--- src/rtl/audio_adc_rx.sv ---
// I2S ADC receiver: synchronizes the codec serial interface into sys_clk and
// delivers left/right sample pairs through a frame-level valid/ready handshake.
module audio_adc_rx #(
  parameter int DATA_WIDTH  = 24,
  parameter int SYNC_STAGES = 2
) (
  input  logic                         sys_clk,
  input  logic                         reset,
  input  logic                         bclk,
  input  logic                         adclrc,
  input  logic                         adcdat,
  output logic signed [DATA_WIDTH-1:0] data_left,
  output logic signed [DATA_WIDTH-1:0] data_right,
  output logic                         valid,
  input  logic                         ready,
  output logic                         overrun
);

  // state    | meaning
  // ST_IDLE  | waiting for a left-slot start; right slots are ignored
  // ST_SHIFT | collecting bits of the current slot's word
  // ST_WAIT  | word complete, ignoring trailing bits until the next slot start
  typedef enum logic [1:0] {ST_IDLE, ST_SHIFT, ST_WAIT} state_t;

  localparam int CNT_W = $clog2(DATA_WIDTH + 1);
  localparam logic [CNT_W-1:0] LAST_BIT = CNT_W'(DATA_WIDTH - 1);
  localparam logic [CNT_W-1:0] FULL_CNT = CNT_W'(DATA_WIDTH);

  logic [SYNC_STAGES-1:0] bclk_sync;
  logic [SYNC_STAGES-1:0] lrc_sync;
  logic [SYNC_STAGES-1:0] dat_sync;
  logic                   bclk_s;
  logic                   adclrc_s;
  logic                   adcdat_s;
  logic                   bclk_prev;
  logic                   lr_prev;
  logic                   rise;
  logic                   slot_start;

  state_t                 state;
  state_t                 state_n;
  logic [DATA_WIDTH-1:0]  sr;
  logic [CNT_W-1:0]       cnt;
  logic                   chan;
  logic                   start_shift;
  logic                   shift_en;
  logic                   word_done;
  logic [DATA_WIDTH-1:0]  done_word;

  logic [DATA_WIDTH-1:0]  hold;
  logic                   have_left;
  logic                   pub_pend;
  logic [DATA_WIDTH-1:0]  pub_right;

  // All three pins share the same depth so a bit stays aligned with its LR level.
  always_ff @(posedge sys_clk or posedge reset) begin
    if (reset) begin
      bclk_sync <= '0;
      lrc_sync  <= '0;
      dat_sync  <= '0;
      bclk_prev <= 1'b0;
      lr_prev   <= 1'b0;
    end else begin
      bclk_sync <= {bclk_sync[SYNC_STAGES-2:0], bclk};
      lrc_sync  <= {lrc_sync[SYNC_STAGES-2:0], adclrc};
      dat_sync  <= {dat_sync[SYNC_STAGES-2:0], adcdat};
      bclk_prev <= bclk_s;
      if (rise) begin
        lr_prev <= adclrc_s;
      end
    end
  end

  assign bclk_s     = bclk_sync[SYNC_STAGES-1];
  assign adclrc_s   = lrc_sync[SYNC_STAGES-1];
  assign adcdat_s   = dat_sync[SYNC_STAGES-1];
  assign rise       = bclk_s & ~bclk_prev;
  assign slot_start = rise & (adclrc_s ^ lr_prev);

  always_ff @(posedge sys_clk or posedge reset) begin
    if (reset) begin
      state <= ST_IDLE;
    end else begin
      state <= state_n;
    end
  end

  always_comb begin
    state_n     = state;
    start_shift = 1'b0;
    shift_en    = 1'b0;
    word_done   = 1'b0;
    done_word   = '0;
    case (state)
      ST_IDLE: begin
        if (slot_start && !adclrc_s) begin
          start_shift = 1'b1;
          state_n     = ST_SHIFT;
        end
      end
      ST_SHIFT: begin
        if (slot_start) begin
          // Short slot: left-justify what arrived, zeros fill the missing LSBs.
          word_done   = 1'b1;
          done_word   = sr << (FULL_CNT - cnt);
          start_shift = 1'b1;
        end else if (rise) begin
          shift_en = 1'b1;
          if (cnt == LAST_BIT) begin
            word_done = 1'b1;
            done_word = {sr[DATA_WIDTH-2:0], adcdat_s};
            state_n   = ST_WAIT;
          end
        end
      end
      ST_WAIT: begin
        if (slot_start) begin
          start_shift = 1'b1;
          state_n     = ST_SHIFT;
        end
      end
      default: state_n = ST_IDLE;
    endcase
  end

  always_ff @(posedge sys_clk or posedge reset) begin
    if (reset) begin
      sr   <= '0;
      cnt  <= '0;
      chan <= 1'b0;
    end else if (start_shift) begin
      sr   <= '0;
      cnt  <= '0;
      chan <= adclrc_s;
    end else if (shift_en) begin
      sr  <= {sr[DATA_WIDTH-2:0], adcdat_s};
      cnt <= cnt + 1'b1;
    end
  end

  // A right word is only paired with a left word completed earlier in the same frame.
  always_ff @(posedge sys_clk or posedge reset) begin
    if (reset) begin
      hold      <= '0;
      have_left <= 1'b0;
      pub_pend  <= 1'b0;
      pub_right <= '0;
    end else begin
      pub_pend <= 1'b0;
      if (start_shift && !adclrc_s) begin
        have_left <= 1'b0;
      end
      if (word_done) begin
        if (!chan) begin
          hold      <= done_word;
          have_left <= 1'b1;
        end else if (have_left) begin
          pub_pend  <= 1'b1;
          pub_right <= done_word;
          have_left <= 1'b0;
        end
      end
    end
  end

  always_ff @(posedge sys_clk or posedge reset) begin
    if (reset) begin
      data_left  <= '0;
      data_right <= '0;
      valid      <= 1'b0;
      overrun    <= 1'b0;
    end else if (pub_pend) begin
      data_left  <= hold;
      data_right <= pub_right;
      valid      <= 1'b1;
      overrun    <= valid & ~ready;
    end else begin
      overrun <= 1'b0;
      if (valid && ready) begin
        valid <= 1'b0;
      end
    end
  end

endmodule

--- config.mk ---
export PLATFORM = sky130hd
export DESIGN_NAME = audio_adc_rx
export DESIGN_NICKNAME = d
export VERILOG_FILES = /design/src/rtl/audio_adc_rx.sv
export SDC_FILE = /design/constraint.sdc
export NUM_CORES = 1
export LEC_CHECK = 0
export ABC_AREA = 0
export CORE_ASPECT_RATIO = 0.5
export CORE_MARGIN = 2
export CORE_UTILIZATION = 33
export DETAILED_ROUTE_END_ITERATION = 6
export GPL_TIMING_DRIVEN = 0
export HOLD_SLACK_MARGIN = 0.1
export PLACE_DENSITY = 0.52
export SYNTH_ARGS = -nofsm -noshare
export SYNTH_HDL_FRONTEND = slang
export SYNTH_SLANG_ARGS = --single-unit
export TNS_END_PERCENT = 50
--- constraint.sdc ---
create_clock -name sys_clk -period 5.2 [get_ports sys_clk]
set_input_delay 0.52 -clock sys_clk [delete_from_list [all_inputs] [get_ports sys_clk]]
set_output_delay 0.52 -clock sys_clk [all_outputs]
set_load 0.01 [all_outputs]
# Word level (Yosys, flattened, before mapping)

Cells that the tools add are included.

Register bits after elaboration: 140

Mux-type cells: 34
Shift-type cells: 1
Reduce and logical (&&, ||, !) cells: 11
Add/subtract/negate cells: 2
Bitwise logic cells: 7
Equal/unequal tests: 8

Operators with widths:

| operator                                      | count |
|---|---|
| two-way mux 24 bit                            | 6 |
| left shift 24 x 5 -> 24 bit                   | 1 |
| two-way mux 1 bit                             | 19 |
| two-way mux 2 bit                             | 5 |
| two-way mux 5 bit                             | 2 |
| inequality test 2 bit, second input constant  | 5 |
| one-hot mux 2 bit (3 select lines)            | 1 |
| adder 5 x 1 -> 5 bit, second input constant   | 1 |
| == test 5 bit, second input constant          | 1 |
| AND reduction 5 bit                           | 1 |
| subtractor 5 bit, first input constant        | 1 |
| nonzero test 2 bit                            | 2 |
| AND 1 bit                                     | 3 |
| logical AND 1 bit                             | 3 |
| NOT 1 bit                                     | 3 |
| AND reduction 3 bit                           | 1 |
| == test 2 x 1 -> 1 bit, second input constant | 1 |
| == test 2 bit, second input constant          | 1 |
| logical NOT 2 bit                             | 1 |
| one-hot mux 1 bit (2 select lines)            | 1 |
| AND reduction 2 bit                           | 1 |
| OR reduction 2 bit                            | 1 |
| logical NOT 1 bit                             | 1 |
| bitwise XOR 1 bit                             | 1 |

# Logic depth before layout (Yosys ltp)

Word-level depth: 11
Depth in mapped cells: 12
Mapped depth without buffers: 7

# Worst setup path before layout

Ideal clock, no wire load.

Path kind: register -> register
Start point: register cnt[0]
End point: register hold[14]
Setup time: 141 ps
Stages on the path, launching flop included: 12
Setup slack: 2631 ps
Path buffers: 5
Data arrival time: 2428 ps
Cells stage by stage: dfrtp_1 > buf_6 > buf_12 > buf_8 > inv_1 > ha_1 > buf_2 > clkbuf_1 > o21ai_0 > mux4_2 > nand2_1 > a31oi_1

Cells in the longest elaborated chain, start to end: 6

Ends and longest elaborated chain:

| element                                                  | RTL line | RTL |
|---|---|---|
| from (decl)                                              | 43       | `logic [CNT_W-1:0] cnt;` |
| from (signal assigned)                                   | 137      | `cnt <= cnt + 1'b1;` |
| branches (longest 6 deep; another with subtractor 5 bit) | -        |  |
| to (signal assigned)                                     | 155      | `hold <= done_word;` |
| to (decl)                                                | 50       | `logic [DATA_WIDTH-1:0] hold;` |

Parallel ways; which one is timed is not known.
A chain may end at the register's enable or synchronous reset.

# Worst setup path after layout

Start point: register cnt[0]
End point: register hold[18]

The elaborated chain is that of the path after synthesis.

==> results_dict.tcl <==
set metrics [dict create \
    outcome "complete, no violations" \
    vias 5348 \
    maxCapViolCount 0 \
    power.share.combinational_pct 31.0 \
    synth_area_leaders "dfrtp_1 (48%), mux2_2 (7.8%), mux4_2 (7.2%), nand2_1 (5.6%), mux2i_1 (3.5%)" \
    clock-sinks 140 \
    avgSynthCellArea_um2 11.2 \
    end_kind "register" \
    crit_path_start "cnt[0]" \
    ant_nets 0 \
    leakagePower_nw 3.67 \
    area_growth_pct 21.2 \
    intPower_mw 2.48 \
    synthTopCellsByCount "dfrtp_1 (140), nand2_1 (107), mux2_2 (50)" \
    grt.total_usage_pct 18.0 \
    cts-root-buf "clkbuf_16" \
    p_sw_mw 1.33 \
    period_needed_ns 3.22 \
    cts_resized 0 \
    die_w_um 213 \
    synth_top_cell_by_area "dfrtp_1" \
    rsz0062_at_grt "no" \
    r2r_setup_slack_ns 1.98 \
    pwr-share-clk_pct 31.3 \
    syn_nets 655 \
    grt_pass1_wl_um 31500 \
    critPathRequiredTime_ns 5.48 \
    setup_viol 0 \
    cp.arrival_ns 3.49 \
    postCtsHoldBufs 0 \
    clk_latency_ns 0.43 \
    gr-total-overflow 0 \
    yosys.cell_count.top_type "dfrtp_1" \
    cts_tree "yes" \
    tightest_slew_ns 0.874 \
    r2r-start "cnt[0]" \
    initial_utilization_pct 33.5 \
    synthDistinctLibCells 68 \
    slew_viol_final 0 \
    htree_levels 4 \
    hold_violations 0 \
    pin_count 56 \
    dieArea_um2 23200 \
    clockBufferDepth 2 \
    final_core_util_pct 40.6 \
    post_cts_buffers 0 \
    synthCells 643 \
    startpoint_type "register" \
    synth_seq_cells 140 \
    period_share_pct 61.8 \
    synthArstFlopShare_pct 100 \
    muxShareOfSynthArea_pct 19.5 \
    hold_depth 0 \
    total_power_mw 3.81 \
    yosys.area_share.simple_pct 11.8 \
    synth_adder_area_share_pct 1.04 \
    antenna_found_initial 0 \
    via_per_inst 5.19 \
    drt_pre_antenna_iters 5 \
    core-area_um2 21600 \
    finalNetCount 730 \
    synthXorXnorAreaFrac_pct 1.19 \
    synth_top_family_by_area "multiplexers" \
    synth_edf_count 0 \
    grt_max_degree 79 \
    switching_share_pct 34.9 \
    synth_compound_area_share_pct 13.4 \
    p_seq_share_pct 37.7 \
    drt_iter0_drc 501 \
    r2r-end "hold[18]" \
    synth_top_area_share_pct 48.4 \
    synth_area_um2 7230 \
    rows 38 \
    antenna_cells 0 \
    cp_max_fo 10 \
    max-slew-margin-rel_pct 41.3 \
    min_to "bclk_sync[1]" \
    die_height_um 109 \
    grt_pass1_vias 5350 \
    worstHoldStart "bclk_sync[0]" \
    post-route-drc-count 0 \
    finalClockSkew_ns 0.0108 \
    fmax_ghz 0.311 \
    ir_worst_vdd_uv 209 \
    dp_hpwl_um 14400 \
    clkTransAtPathRegs_ns 0.07 \
    gp_congestion 0.935 \
    power_density_nw_per_um2 435 \
    routed_wl_um 19600 \
    reg2regPathDepth 11 \
    numCtsBuffers 17 \
    io_buffers 55 \
    yosysWarnings 0 \
    wire_per_inst_um 19.1 \
    drive_gt1_share_pct 20.5 \
    criticalPathCategory "register to register" \
    synthFlopType "dfrtp_1" \
    yosysSeqAreaShare_pct 48.4 \
    min_path_type "register to register" \
]
-- critical path, stage by stage (launching register included) --
cell      delay [ns]
dfrtp_1         0.36
buf_6           0.17
buf_12          0.16
buf_8           0.16
inv_1           0.05
ha_1            0.38
buf_2           0.27
clkbuf_1        0.49
o21ai_0         0.29
and4_1          0.27
o21ai_0         0.29
a41oi_1         0.17
-- power by group through the flow --
stage | Sequential (mW) | Combinational (mW) | Clock, mW
2_1_floorplan | 1.43 | 0.821 | 0
3_3_place_gp | 1.45 | 1.18 | 0
3_5_place_dp | 1.46 | 1.18 | 0
4_1_cts | 1.44 | 1.19 | 1.22
5_1_grt | 1.46 | 1.29 | 1.27
6_report | 1.44 | 1.18 | 1.19
-- kinds of logic after synthesis --
| logic type | after synthesis |
|---|---|
| compound gates | 140 |
| xor+xnor | 9 |
| fa+ha+maj | 6 |
| buf+inv | 58 |
| flops | 140 |
| mux | 101 |
| simple gates | 189 |
-- registers in the layout, indices dropped and copies added (netlist names), 2 cells and up --
name,flops
state,2
lrc_sync,2
dat_sync,2
bclk_sync,2
pub_right,24
data_right,24
data_left,24
cnt,5
sr,24
hold,24
-- layer usage --
layer / global-route usage (%) / up-vias / part of all wire [%]
met5: 0 / - / 0
met1: 28.0 / 2712 / 52
met2: 25.7 / 127 / 43
li1: - / 2490 / -
met4: 4.12 / 0 / 0.95
met3: 3.17 / 19 / 4.1
-- placed cells by master, fill, tap and decap left out, types with 5 or more instances in the layout --
master	n
nand3_1	11
a22oi_1	8
buf_6	7
buf_2	14
dfrtp_1	140
inv_1	9
o21ai_1	7
clkbuf_16	17
a21oi_1	39
a31oi_1	19
ha_1	6
nor2_1	36
clkbuf_1	17
a211oi_1	7
mux2_2	50
mux2i_1	25
buf_1	6
inv_6	5
nand4_1	5
clkdlybuf4s50_1	55
o21ai_0	20
o31ai_1	8
mux4_2	23
nand2_1	107
-- layout make-up --
type | count | area [um2]
Buffer | 47 | 294
Clock buffer | 18 | 429
Clock inverter | 14 | 146
Fill cell | 2114 | 12800
Inverter | 11 | 46.3
Multi-Input combinational cell | 445 | 3390
Sequential cell | 140 | 3500
Tap cell | 300 | 375
Timing Repair Buffer | 56 | 578
-- worst max-delay path by stage --
stage,endpoint,slack (ns),depth (start not counted)
after floorplan,bclk_prev,0.93,1
after global placement,sr[14],-1.03,2
after detailed placement,hold[14],2.02,11
after CTS,hold[14],1.99,11
after global routing,pub_right[4],1.83,10
final,hold[18],1.98,11
-- metrics by stage --
stage	std cells	setup slack [ns]	area [um2]	TNS [ns]	hold slack [ns]
3_5_place_dp	999	2.02	8190	0	0.335
4_1_cts	1031	1.99	8770	0	0.350
5_1_grt	1031	1.83	8770	0	0.357
6_report	1031	1.98	8770	0	0.350
2_1_floorplan	643	0.927	7230	0	0.331
3_3_place_gp	998	-1.03	8160	-142.09	0.333
(Power assumes the default switching activity.)
